===== src/rtl/bf_stream_tx_pkg.sv =====
// Shared constants for the butterfly serial stream transmitter:
// FSM encodings, word indices within a packed job, and packed job width.
package bf_stream_tx_pkg;

   localparam logic [2:0] ST_IDLE   = 3'd0;
   localparam logic [2:0] ST_XA     = 3'd1;
   localparam logic [2:0] ST_XB     = 3'd2;
   localparam logic [2:0] ST_W      = 3'd3;
   localparam logic [2:0] ST_GAP_XA = 3'd4;
   localparam logic [2:0] ST_GAP_XB = 3'd5;
   localparam logic [2:0] ST_GAP_W  = 3'd6;

   localparam int WORD_XA = 0;
   localparam int WORD_XB = 1;
   localparam int WORD_W  = 2;

   // Packed job layout, LSB first: xa, xb, w, m.
   function automatic int job_width(input int width, input int mwidth);
      return width * 3 + mwidth;
   endfunction

endpackage


===== src/rtl/bf_stream_tx_if.sv =====
// Parallel job input and serial stream output bundle of bf_stream_tx.
interface bf_stream_tx_if #(
   parameter int WIDTH  = 32,
   parameter int MWIDTH = 1
);
   logic [WIDTH-1:0]  in_xa;
   logic [WIDTH-1:0]  in_xb;
   logic [WIDTH-1:0]  in_w;
   logic [MWIDTH-1:0] in_m;
   logic              in_nd;
   logic              in_full;
   logic [WIDTH-1:0]  out_data;
   logic              out_nd;
   logic [MWIDTH-1:0] out_m;
   logic              error;

   modport master (
      output in_xa, in_xb, in_w, in_m, in_nd,
      input  in_full, out_data, out_nd, out_m, error
   );

   modport slave (
      input  in_xa, in_xb, in_w, in_m, in_nd,
      output in_full, out_data, out_nd, out_m, error
   );
endinterface


===== src/rtl/bf_stream_tx_job_fifo.sv =====
// bf_job_fifo: single-clock FIFO of packed jobs with registered read data;
// pointers carry an extra MSB so full/empty are distinguished on wrap.
module bf_job_fifo #(
   parameter int WIDTH_JOB = 97,
   parameter int DEPTH     = 4
) (
   input  logic                 clk,
   input  logic                 rst_n,
   input  logic                 wr_en,
   input  logic [WIDTH_JOB-1:0] wr_data,
   input  logic                 rd_en,
   output logic [WIDTH_JOB-1:0] rd_data,
   output logic                 full,
   output logic                 empty
);
   localparam int            AW      = $clog2(DEPTH);
   localparam logic [AW:0]   PTR_ONE = (AW+1)'(1);

   logic [WIDTH_JOB-1:0] mem [DEPTH];
   logic [AW:0]          wr_ptr;
   logic [AW:0]          rd_ptr;
   logic                 do_wr;
   logic                 do_rd;

   assign full  = (wr_ptr[AW] != rd_ptr[AW]) && (wr_ptr[AW-1:0] == rd_ptr[AW-1:0]);
   assign empty = (wr_ptr == rd_ptr);
   assign do_wr = wr_en && !full;
   assign do_rd = rd_en && !empty;

   always_ff @(posedge clk) begin
      if (do_wr) mem[wr_ptr[AW-1:0]] <= wr_data;
   end

   always_ff @(posedge clk) begin
      if (!rst_n) begin
         wr_ptr  <= '0;
         rd_ptr  <= '0;
         rd_data <= '0;
      end else begin
         if (do_wr) wr_ptr <= wr_ptr + PTR_ONE;
         if (do_rd) begin
            rd_data <= mem[rd_ptr[AW-1:0]];
            rd_ptr  <= rd_ptr + PTR_ONE;
         end
      end
   end

endmodule


===== src/rtl/bf_stream_tx.sv =====
// Butterfly job serialiser: buffers (xa, xb, w, m) jobs and emits xa, xb, w
// one word per beat with GAP idle cycles after each. Option: BF_STREAM_TX_ZERO_DROP_EN.
//
// state     | meaning
// ----------+-----------------------------------------------
// IDLE      | FIFO empty, nothing to send
// XA        | job popped; emit xa (or discard it, see sync rule)
// XB        | emit xb
// W         | emit w; pop next job if one is waiting
// GAP_XA    | idle cycles after xa
// GAP_XB    | idle cycles after xb
// GAP_W     | idle cycles after w; then next job or IDLE
module bf_stream_tx
   import bf_stream_tx_pkg::*;
#(
   parameter int WIDTH  = 32,
   parameter int MWIDTH = 1,
   parameter int DEPTH  = 4,
   parameter int GAP    = 0
) (
   input  logic          clk,
   input  logic          rst_n,
   bf_stream_tx_if.slave bus
);
   localparam int         WJ       = job_width(WIDTH, MWIDTH);
   localparam logic [2:0] GAP_LOAD = 3'(GAP - 1);

   logic [WJ-1:0]     rd_job;
   logic              fifo_full;
   logic              fifo_empty;
   logic              pop;
   logic [2:0]        state_q, state_d, st_after_w;
   logic [2:0]        gap_q, gap_d;
   logic              emit, emit_xa, drop_zero;
   logic              synced_q, error_q, out_nd_q;
   logic [WIDTH-1:0]  emit_word, out_data_q;
   logic [WIDTH-1:0]  rd_xa, rd_xb, rd_w;
   logic [MWIDTH-1:0] rd_m, out_m_q;

   bf_job_fifo #(.WIDTH_JOB(WJ), .DEPTH(DEPTH)) u_fifo (
      .clk     (clk),
      .rst_n   (rst_n),
      .wr_en   (bus.in_nd),
      .wr_data ({bus.in_m, bus.in_w, bus.in_xb, bus.in_xa}),
      .rd_en   (pop),
      .rd_data (rd_job),
      .full    (fifo_full),
      .empty   (fifo_empty)
   );

   assign rd_xa = rd_job[WORD_XA*WIDTH +: WIDTH];
   assign rd_xb = rd_job[WORD_XB*WIDTH +: WIDTH];
   assign rd_w  = rd_job[WORD_W*WIDTH +: WIDTH];
   assign rd_m  = rd_job[3*WIDTH +: MWIDTH];

   // An xa of zero before the first frame would be invisible to the receiver.
`ifdef BF_STREAM_TX_ZERO_DROP_EN
   assign drop_zero = (state_q == ST_XA) && !synced_q && (rd_xa == '0);
`else
   logic unused_synced;
   assign drop_zero     = 1'b0;
   assign unused_synced = synced_q;
`endif

   assign st_after_w = fifo_empty ? ST_IDLE : ST_XA;
   // Every entry into XA (including XA->XA after a discard) consumes one job.
   assign pop = (state_d == ST_XA);

   always_comb begin
      state_d   = state_q;
      gap_d     = gap_q;
      emit      = 1'b0;
      emit_xa   = 1'b0;
      emit_word = out_data_q;
      case (state_q)
         ST_IDLE: state_d = st_after_w;
         ST_XA: begin
            if (drop_zero) begin
               state_d = st_after_w;
            end else begin
               emit      = 1'b1;
               emit_xa   = 1'b1;
               emit_word = rd_xa;
               if (GAP == 0) state_d = ST_XB;
               else begin
                  state_d = ST_GAP_XA;
                  gap_d   = GAP_LOAD;
               end
            end
         end
         ST_XB: begin
            emit      = 1'b1;
            emit_word = rd_xb;
            if (GAP == 0) state_d = ST_W;
            else begin
               state_d = ST_GAP_XB;
               gap_d   = GAP_LOAD;
            end
         end
         ST_W: begin
            emit      = 1'b1;
            emit_word = rd_w;
            if (GAP == 0) state_d = st_after_w;
            else begin
               state_d = ST_GAP_W;
               gap_d   = GAP_LOAD;
            end
         end
         ST_GAP_XA: if (gap_q == 3'd0) state_d = ST_XB;      else gap_d = gap_q - 3'd1;
         ST_GAP_XB: if (gap_q == 3'd0) state_d = ST_W;       else gap_d = gap_q - 3'd1;
         ST_GAP_W:  if (gap_q == 3'd0) state_d = st_after_w; else gap_d = gap_q - 3'd1;
         default:   state_d = ST_IDLE;
      endcase
   end

   always_ff @(posedge clk) begin
      if (!rst_n) begin
         state_q    <= ST_IDLE;
         gap_q      <= 3'd0;
         synced_q   <= 1'b0;
         error_q    <= 1'b0;
         out_nd_q   <= 1'b0;
         out_data_q <= '0;
         out_m_q    <= '0;
      end else begin
         state_q    <= state_d;
         gap_q      <= gap_d;
         out_nd_q   <= emit;
         out_data_q <= emit_word;
         out_m_q    <= emit_xa ? rd_m : '0;
         if (emit_xa) synced_q <= 1'b1;
         if (drop_zero || (bus.in_nd && fifo_full)) error_q <= 1'b1;
      end
   end

   assign bus.in_full  = fifo_full;
   assign bus.out_data = out_data_q;
   assign bus.out_nd   = out_nd_q;
   assign bus.out_m    = out_m_q;
   assign bus.error    = error_q;

endmodule

===== src/flat_wrapper.sv =====
// flat-port wrapper written by rule: the top's interface ports become plain ports
module bf_stream_tx_flat import bf_stream_tx_pkg::*;
#(
   parameter int WIDTH  = 32,
   parameter int MWIDTH = 1,
   parameter int DEPTH  = 4,
   parameter int GAP    = 0
)
  (clk, rst_n, bus_in_xa, bus_in_xb, bus_in_w, bus_in_m, bus_in_nd, bus_in_full, bus_out_data, bus_out_nd, bus_out_m, bus_error);
  bf_stream_tx_if #(.WIDTH(WIDTH), .MWIDTH(MWIDTH)) bus_i ();
  input  logic clk;
  input  logic rst_n;
  input wire logic [$bits(bus_i.in_xa)-1:0] bus_in_xa;
  input wire logic [$bits(bus_i.in_xb)-1:0] bus_in_xb;
  input wire logic [$bits(bus_i.in_w)-1:0] bus_in_w;
  input wire logic [$bits(bus_i.in_m)-1:0] bus_in_m;
  input wire logic [$bits(bus_i.in_nd)-1:0] bus_in_nd;
  output wire logic [$bits(bus_i.in_full)-1:0] bus_in_full;
  output wire logic [$bits(bus_i.out_data)-1:0] bus_out_data;
  output wire logic [$bits(bus_i.out_nd)-1:0] bus_out_nd;
  output wire logic [$bits(bus_i.out_m)-1:0] bus_out_m;
  output wire logic [$bits(bus_i.error)-1:0] bus_error;
  assign bus_i.in_xa = bus_in_xa;
  assign bus_i.in_xb = bus_in_xb;
  assign bus_i.in_w = bus_in_w;
  assign bus_i.in_m = bus_in_m;
  assign bus_i.in_nd = bus_in_nd;
  assign bus_in_full = bus_i.in_full;
  assign bus_out_data = bus_i.out_data;
  assign bus_out_nd = bus_i.out_nd;
  assign bus_out_m = bus_i.out_m;
  assign bus_error = bus_i.error;
  bf_stream_tx #(.WIDTH(WIDTH), .MWIDTH(MWIDTH), .DEPTH(DEPTH), .GAP(GAP)) u_core (.clk(clk), .rst_n(rst_n), .bus(bus_i));
endmodule

===== config.mk =====
export PLATFORM = sky130hd
export DESIGN_NAME = bf_stream_tx_flat
export DESIGN_NICKNAME = d
export VERILOG_FILES = /design/src/rtl/bf_stream_tx_pkg.sv /design/src/rtl/bf_stream_tx_if.sv /design/src/rtl/bf_stream_tx_job_fifo.sv /design/src/rtl/bf_stream_tx.sv /design/src/flat_wrapper.sv
export SDC_FILE = /design/constraint.sdc
export NUM_CORES = 1
export LEC_CHECK = 0
export ABC_CLOCK_PERIOD_IN_PS = 4860
export CORE_MARGIN = 4
export CORE_UTILIZATION = 46
export CTS_BUF_LIST = sky130_fd_sc_hd__clkbuf_16
export DETAILED_ROUTE_END_ITERATION = 10
export GPL_ROUTABILITY_DRIVEN = 0
export PLACE_DENSITY = 0.76
export SKIP_LAST_GASP = 1
export SLEW_MARGIN = 40
export SYNTH_ARGS = -nofsm -noshare
export SYNTH_HDL_FRONTEND = slang
export SYNTH_SLANG_ARGS = --single-unit

===== constraint.sdc =====
create_clock -name clk -period 4.86 [get_ports clk]
set_input_delay 0.972 -clock clk [delete_from_list [all_inputs] [get_ports clk]]
set_output_delay 0.972 -clock clk [all_outputs]
set_load 0.005 [all_outputs]

==> Word-level counts from Yosys, hierarchy flattened <==
Memories as Yosys holds them, arrays and structs flattened. A register that Yosys moved wholly into a read port is not among the register bits.
Cells that the tools add are included.
{ "op_classes": {"addsub": 3, "multipliers": 0, "div_mod_pow": 0, "magnitude_cmp": 0, "eq_ne": 10, "shift": 0, "mux": 10, "n_bitwise": 1, "n_reduce_logical": 15} }
{ "op_table": {"columns": ["operator", "n"], "rows": [
  ["$pmux 32 s3", 1],
  ["$pmux 3 s6", 1],
  ["$eq 3x3->1 const B", 3],
  ["$mux 3", 3],
  ["$add 3x1->3 const B", 2],
  ["$eq 3x1->1 const B", 2],
  ["$eq 3x2->1 const B", 2],
  ["$logic_not 3->1", 2],
  ["$reduce_or 3->1", 2],
  ["$mux 1", 5],
  ["$logic_and 1x1->1", 4],
  ["$reduce_and 2->1", 2],
  ["$eq 3x3->1", 1],
  ["$logic_not 1->1", 3],
  ["$reduce_bool 3->1", 1],
  ["$sub 3x1->3 const B", 1],
  ["$eq 2x2->1", 1],
  ["$reduce_or 2->1", 1],
  ["$ne 1x1->1", 1],
  ["$not 1->1", 1]
]} }
{ "totals": {"regBits": 47, "latch_bits": 0, "ram_bits": 388, "rom_bits": 0, "input_bits": 100, "word_cells": 48, "n_memories": 1} }
{ "mem_list": {"columns": ["memory", "words", "word_bits", "read_ports", "rd_ports_with_merged_regs", "write_ports", "line", "source"], "rows": [
  ["u_core.u_fifo.mem", 4, 97, 1, 1, 1, "bf_stream_tx_job_fifo.sv:19", "logic [WIDTH_JOB-1:0] mem [DEPTH];"]
]} }

==> Depth between registers and ports, before layout <==
{ "depth": {"word_depth": 6, "depth_mapped": 9} }

==> Cells and area by module <==
Synthesis repeated with hierarchy kept, for this count alone.
{ "unflattened": {"hier_cells": 1216, "area_unflattened_um2": 20452.1} }
{ "by_module_without_submodules": {"columns": ["module", "n_inst", "cells_per_inst", "area_each_um2", "seq_area_each_um2"], "rows": [
  ["bf_job_fifo", 1, 984, 18233.7, 13713.2],
  ["bf_stream_tx", 1, 232, 2218.4, 820.8]
]} }

==> Worst setup path after synthesis <==
No wires, ideal clock.
{ "synth_timing": {"path_type": "input-to-reg", "from": "input port bus_in_nd", "to": "memory u_core.u_fifo.mem[0][0], enable pin", "t_arrival_ps": 3462, "required_time_ps": 4393, "slack_ps": 931, "path_stages": 2, "cell_sequence": "o31a_1 > and2_1"} }
{ "synth_via": {"elab_chain_cells": 3} }
{ "synth_rtl": {"columns": ["element", "line", "source"], "rows": [
  ["start, declared", "flat_wrapper.sv:17", "input wire logic [$bits(bus_i.in_nd)-1:0] bus_in_nd;"],
  ["$logic_and 1x1->1", "bf_stream_tx_job_fifo.sv:27", "assign do_wr = wr_en && !full;"],
  ["$mux 1", "bf_stream_tx_job_fifo.sv:31", "if (do_wr) mem[wr_ptr[AW-1:0]] <= wr_data;"],
  ["$mux 1 (implied by the code)", "bf_stream_tx_job_fifo.sv:31", null],
  ["end, declared", "bf_stream_tx_job_fifo.sv:19", null]
]} }
No other way between the ends.

==> Final worst setup path <==
{ "layout_timing": {"from": "register u_core.u_fifo.rd_ptr[1]", "to": "output port bus_in_full"} }
{ "layout_via": {"elab_chain_cells": 2} }
{ "layout_rtl": {"columns": ["element", "line", "source"], "rows": [
  ["start, declared", "bf_stream_tx_job_fifo.sv:21", "logic [AW:0] rd_ptr;"],
  ["start signal, assigned", "bf_stream_tx_job_fifo.sv:43", "rd_ptr <= rd_ptr + PTR_ONE;"],
  ["$eq 2x2->1", "bf_stream_tx_job_fifo.sv:25", "assign full = (wr_ptr[AW] != rd_ptr[AW]) && (wr_ptr[AW-1:0] == rd_ptr[AW-1:0]);"],
  ["$logic_and 1x1->1", "bf_stream_tx_job_fifo.sv:25", null],
  ["end, declared", "flat_wrapper.sv:18", "output wire logic [$bits(bus_i.in_full)-1:0] bus_in_full;"]
]} }
No other way between the ends.

==> results.md <==
* Gates resized, CTS repair at 0
* I/O pins at 136
* Tot Pwr at 0.0129 W
* H-tree depth at 2
* Drt first-iter violations at between 1,000 and 1,500
* Most common cell after layout, fill and taps aside: edfxtp_1
* Tcrit/Tclk final at 0.734
* Hold WC Path Type: reg2reg
* Synth Area in Simple Gates at 0.0652
* Post-synth cell types at 41
* CP max stage delay at between 0.7 and 0.8 ns
* Max Slew Vio Count at 0
* Ys async rst share at 0
* DP Area at roughly 22,000 sq um
* First-pass GRT wire length at roughly 67,000 um
* Pre-antenna DRT Iters at 6
* Clock sinks at 532
* Post-synthesis mux area share at 0.126
* Compound-cell area share of the yosys netlist at 0.0556
* Endpoints failing setup at 0
* #FFs+latches synth at approximately 530
* Main flop type after synthesis: edfxtp_1
* DRC Markers at 0
* Post-detail-place hpwl at around 27,000 um
* Syn Area/Cell at about 16 sq um
* Die X-Extent at 217 um
* Worst path slowest cell: dfxtp_4
* Core area at approximately 43,000 sq um
* Post-synth EDFFs at 388
* Vias in the first global route at approximately 11,000
* Starting Density at 0.465
* Synth Area in XOR/XNOR at 0.00305
* MaxCap Viol Count at 0
* CP Cell Sequence: xor2_1 > nor3_1 > clkdlybuf4s50_1
* Top cell type's share of synthesized area at 0.580
* Adder-cell share of the synthesized area at 0.00436
* Cell Area, Synth at 20,100 sq um
* Max clock buf depth at 3
* Synth warn at 0
* Dpl cells at around 1,900
* Critical Path Start Type: flop
* Syn nets at 1,363
* Seq/Total Area, Yosys at 0.723
* RSZ-0062 raised after global routing: false
* Clock transition time at the flip-flop clock pins of the worst setup and hold paths at about 0.06 ns
* Layout cell share with drive strength beyond 1 at 0.151
* Relative slew slack at 0.445
* Hold Slack at between 0.4 and 0.5 ns
* Root buffer cell: clkbuf_16
* Via Count at 11,200
* Std-Cell Rows at between 70 and 80
* Port Buf Inserts at 135
* Post-DRT Antenna Nets at 0
* Critical path class: reg2out
* Setup bufs post-CTS at 0
* Final worst path period need at about 3.6 ns
* Most frequent cells in the layout: 388 x edfxtp_1, 153 x o21ai_0, 140 x dfxtp_1, 138 x nand2_1, 134 x clkdlybuf4s50_1
* Global route overflow at 0
* Initial antenna violation count at 3
* Clock latency on the worst-skew pair at about 0.56 ns
* Die area at around 47,000 sq um
* Setup TNS at 0 ns
* Layout Cells excl Fill at a little under 2,000
* Synth area leaders: edfxtp_1 58%, dfxtp_1 14%, mux4_2 11%
* Static leakage at around 7.5 nW
* Pwr per Cell Area at ~550 nW/um^2
* Crit Path Max Fanout at 40
* Largest net degree at the start of global routing at 114
* Total GRT Usage at 0.185
* Required time of the critical path at roughly 3.9 ns
* Setup crit end kind: primary output
* WL per Instance at 22.2 um
* CP arrival at 2.59 ns
* Area leader, netlist: edfxtp_1
* CTS tree: yes
* Nets at 1,467
* Syn Inst Count at around 1,300
* Via density at between 5 and 6
* Fin. Hold Viols at 0
* Total Wirelength at roughly 44,000 um
* Measured slew at the worst slew-check pin at approximately 0.83 ns
* Status: finished clean
* F_max at 0.280 GHz
* Die height at around 220 um
* Peak supply drop at around 0.34 mV
* Clock Skew at around 0.013 ns
* CTS Buf Count at between 50 and 60
* # hold bufs at CTS at 0
* Largest family of logic cells by synthesized area: multiplexers
* Synth-to-layout area growth at 17.0%
* Fin area at roughly 24,000 sq um
==> layout make-up <==
| type | count | area, sq um |
|---|---|---|
| Antenna cell | 1 | 2.50 |
| Clock buffer | 51 | 1280 |
| Clock inverter | 43 | 224 |
| Fill cell | 3378 | 19700 |
| Inverter | 8 | 33.8 |
| Multi-Input combinational cell | 616 | 5130 |
| Sequential cell | 532 | 14500 |
| Tap cell | 585 | 732 |
| Timing Repair Buffer | 151 | 1560 |
==> per-stage QoR <==
stage / utilization / setup WS (ns)
after floorplan: - / 0.931
after global placement: 0.509 / 1.61
after detailed placement: 0.510 / 1.63
after CTS: 0.544 / 1.27
after global routing: 0.544 / 1.20
final: 0.544 / 1.29
==> synth_stat cells (4+ instances only) <==
master	n
edfxtp_1	388
o21ai_0	153
dfxtp_1	144
nand2_1	138
mux4_2	97
nand4_1	97
clkbuf_1	73
mux2i_1	34
a21oi_1	33
buf_2	16
o21ai_2	10
and2_1	9
buf_1	7
ha_1	7
inv_1	7
xnor2_1	5
buf_6	4
==> flip-flops by register name (all words and copies together) (netlist names) <==
register	cells
u_core.u_fifo.rd_data	97
u_core.bus.out_m	1
u_core.gap_q	3
u_core.bus.error	1
u_core.u_fifo.wr_ptr	3
u_core.u_fifo.mem	388
u_core.state_q	3
u_core.bus.out_data	32
u_core.bus.out_nd	1
u_core.u_fifo.rd_ptr	3
==> critical path, delay by kind of cell (launching register included) <==
| family | cells | cell delay, ns |
|---|---|---|
| AND/OR/NAND/NOR | 1 | 0.43 |
| buffers and inverters | 1 | 0.59 |
| flip-flops | 1 | 0.76 |
| XOR/XNOR | 1 | 0.26 |
==> path summary, 6_finish.rpt <==
path	depth (start not counted)	startpoint	end	slack, ns
worst max-delay path	3	u_core.u_fifo.rd_ptr[1]	bus_in_full	1.29
worst min-delay path	2	u_core.u_fifo.rd_data[45]	u_core.u_fifo.rd_data[45]	0.46
worst max register to register	4	u_core.u_fifo.rd_ptr[1]	u_core.u_fifo.mem[0][81]	2.01
worst min register to register	2	u_core.u_fifo.rd_data[45]	u_core.u_fifo.rd_data[45]	0.46
==> routing by layer <==
metal	vias to the layer above	track usage	routed length (um)
li1	5099	-	-
met1	5659	0.250	18100
met2	370	0.306	22000
met3	77	0.0383	2730
met4	4	0.0549	1210
met5	-	0	26
==> kinds of logic after synthesis <==
family,after synthesis
flip-flops,532
AND/OR/NAND/NOR,263
AO/OA/AOI/OAI,208
multiplexers,131
buffers and inverters,108
XOR/XNOR,7
adder cells (fa/ha/maj),7
==> report_power, final <==
part | internal [W] | switching (W) | total, W
Clock | 0.00196 | 0.00158 | 0.00354
Combinational | 0.00135 | 0.00188 | 0.00323
Sequential | 0.00565 | 0.000519 | 0.00617
Note: power is estimated with default switching activity, not from simulation.
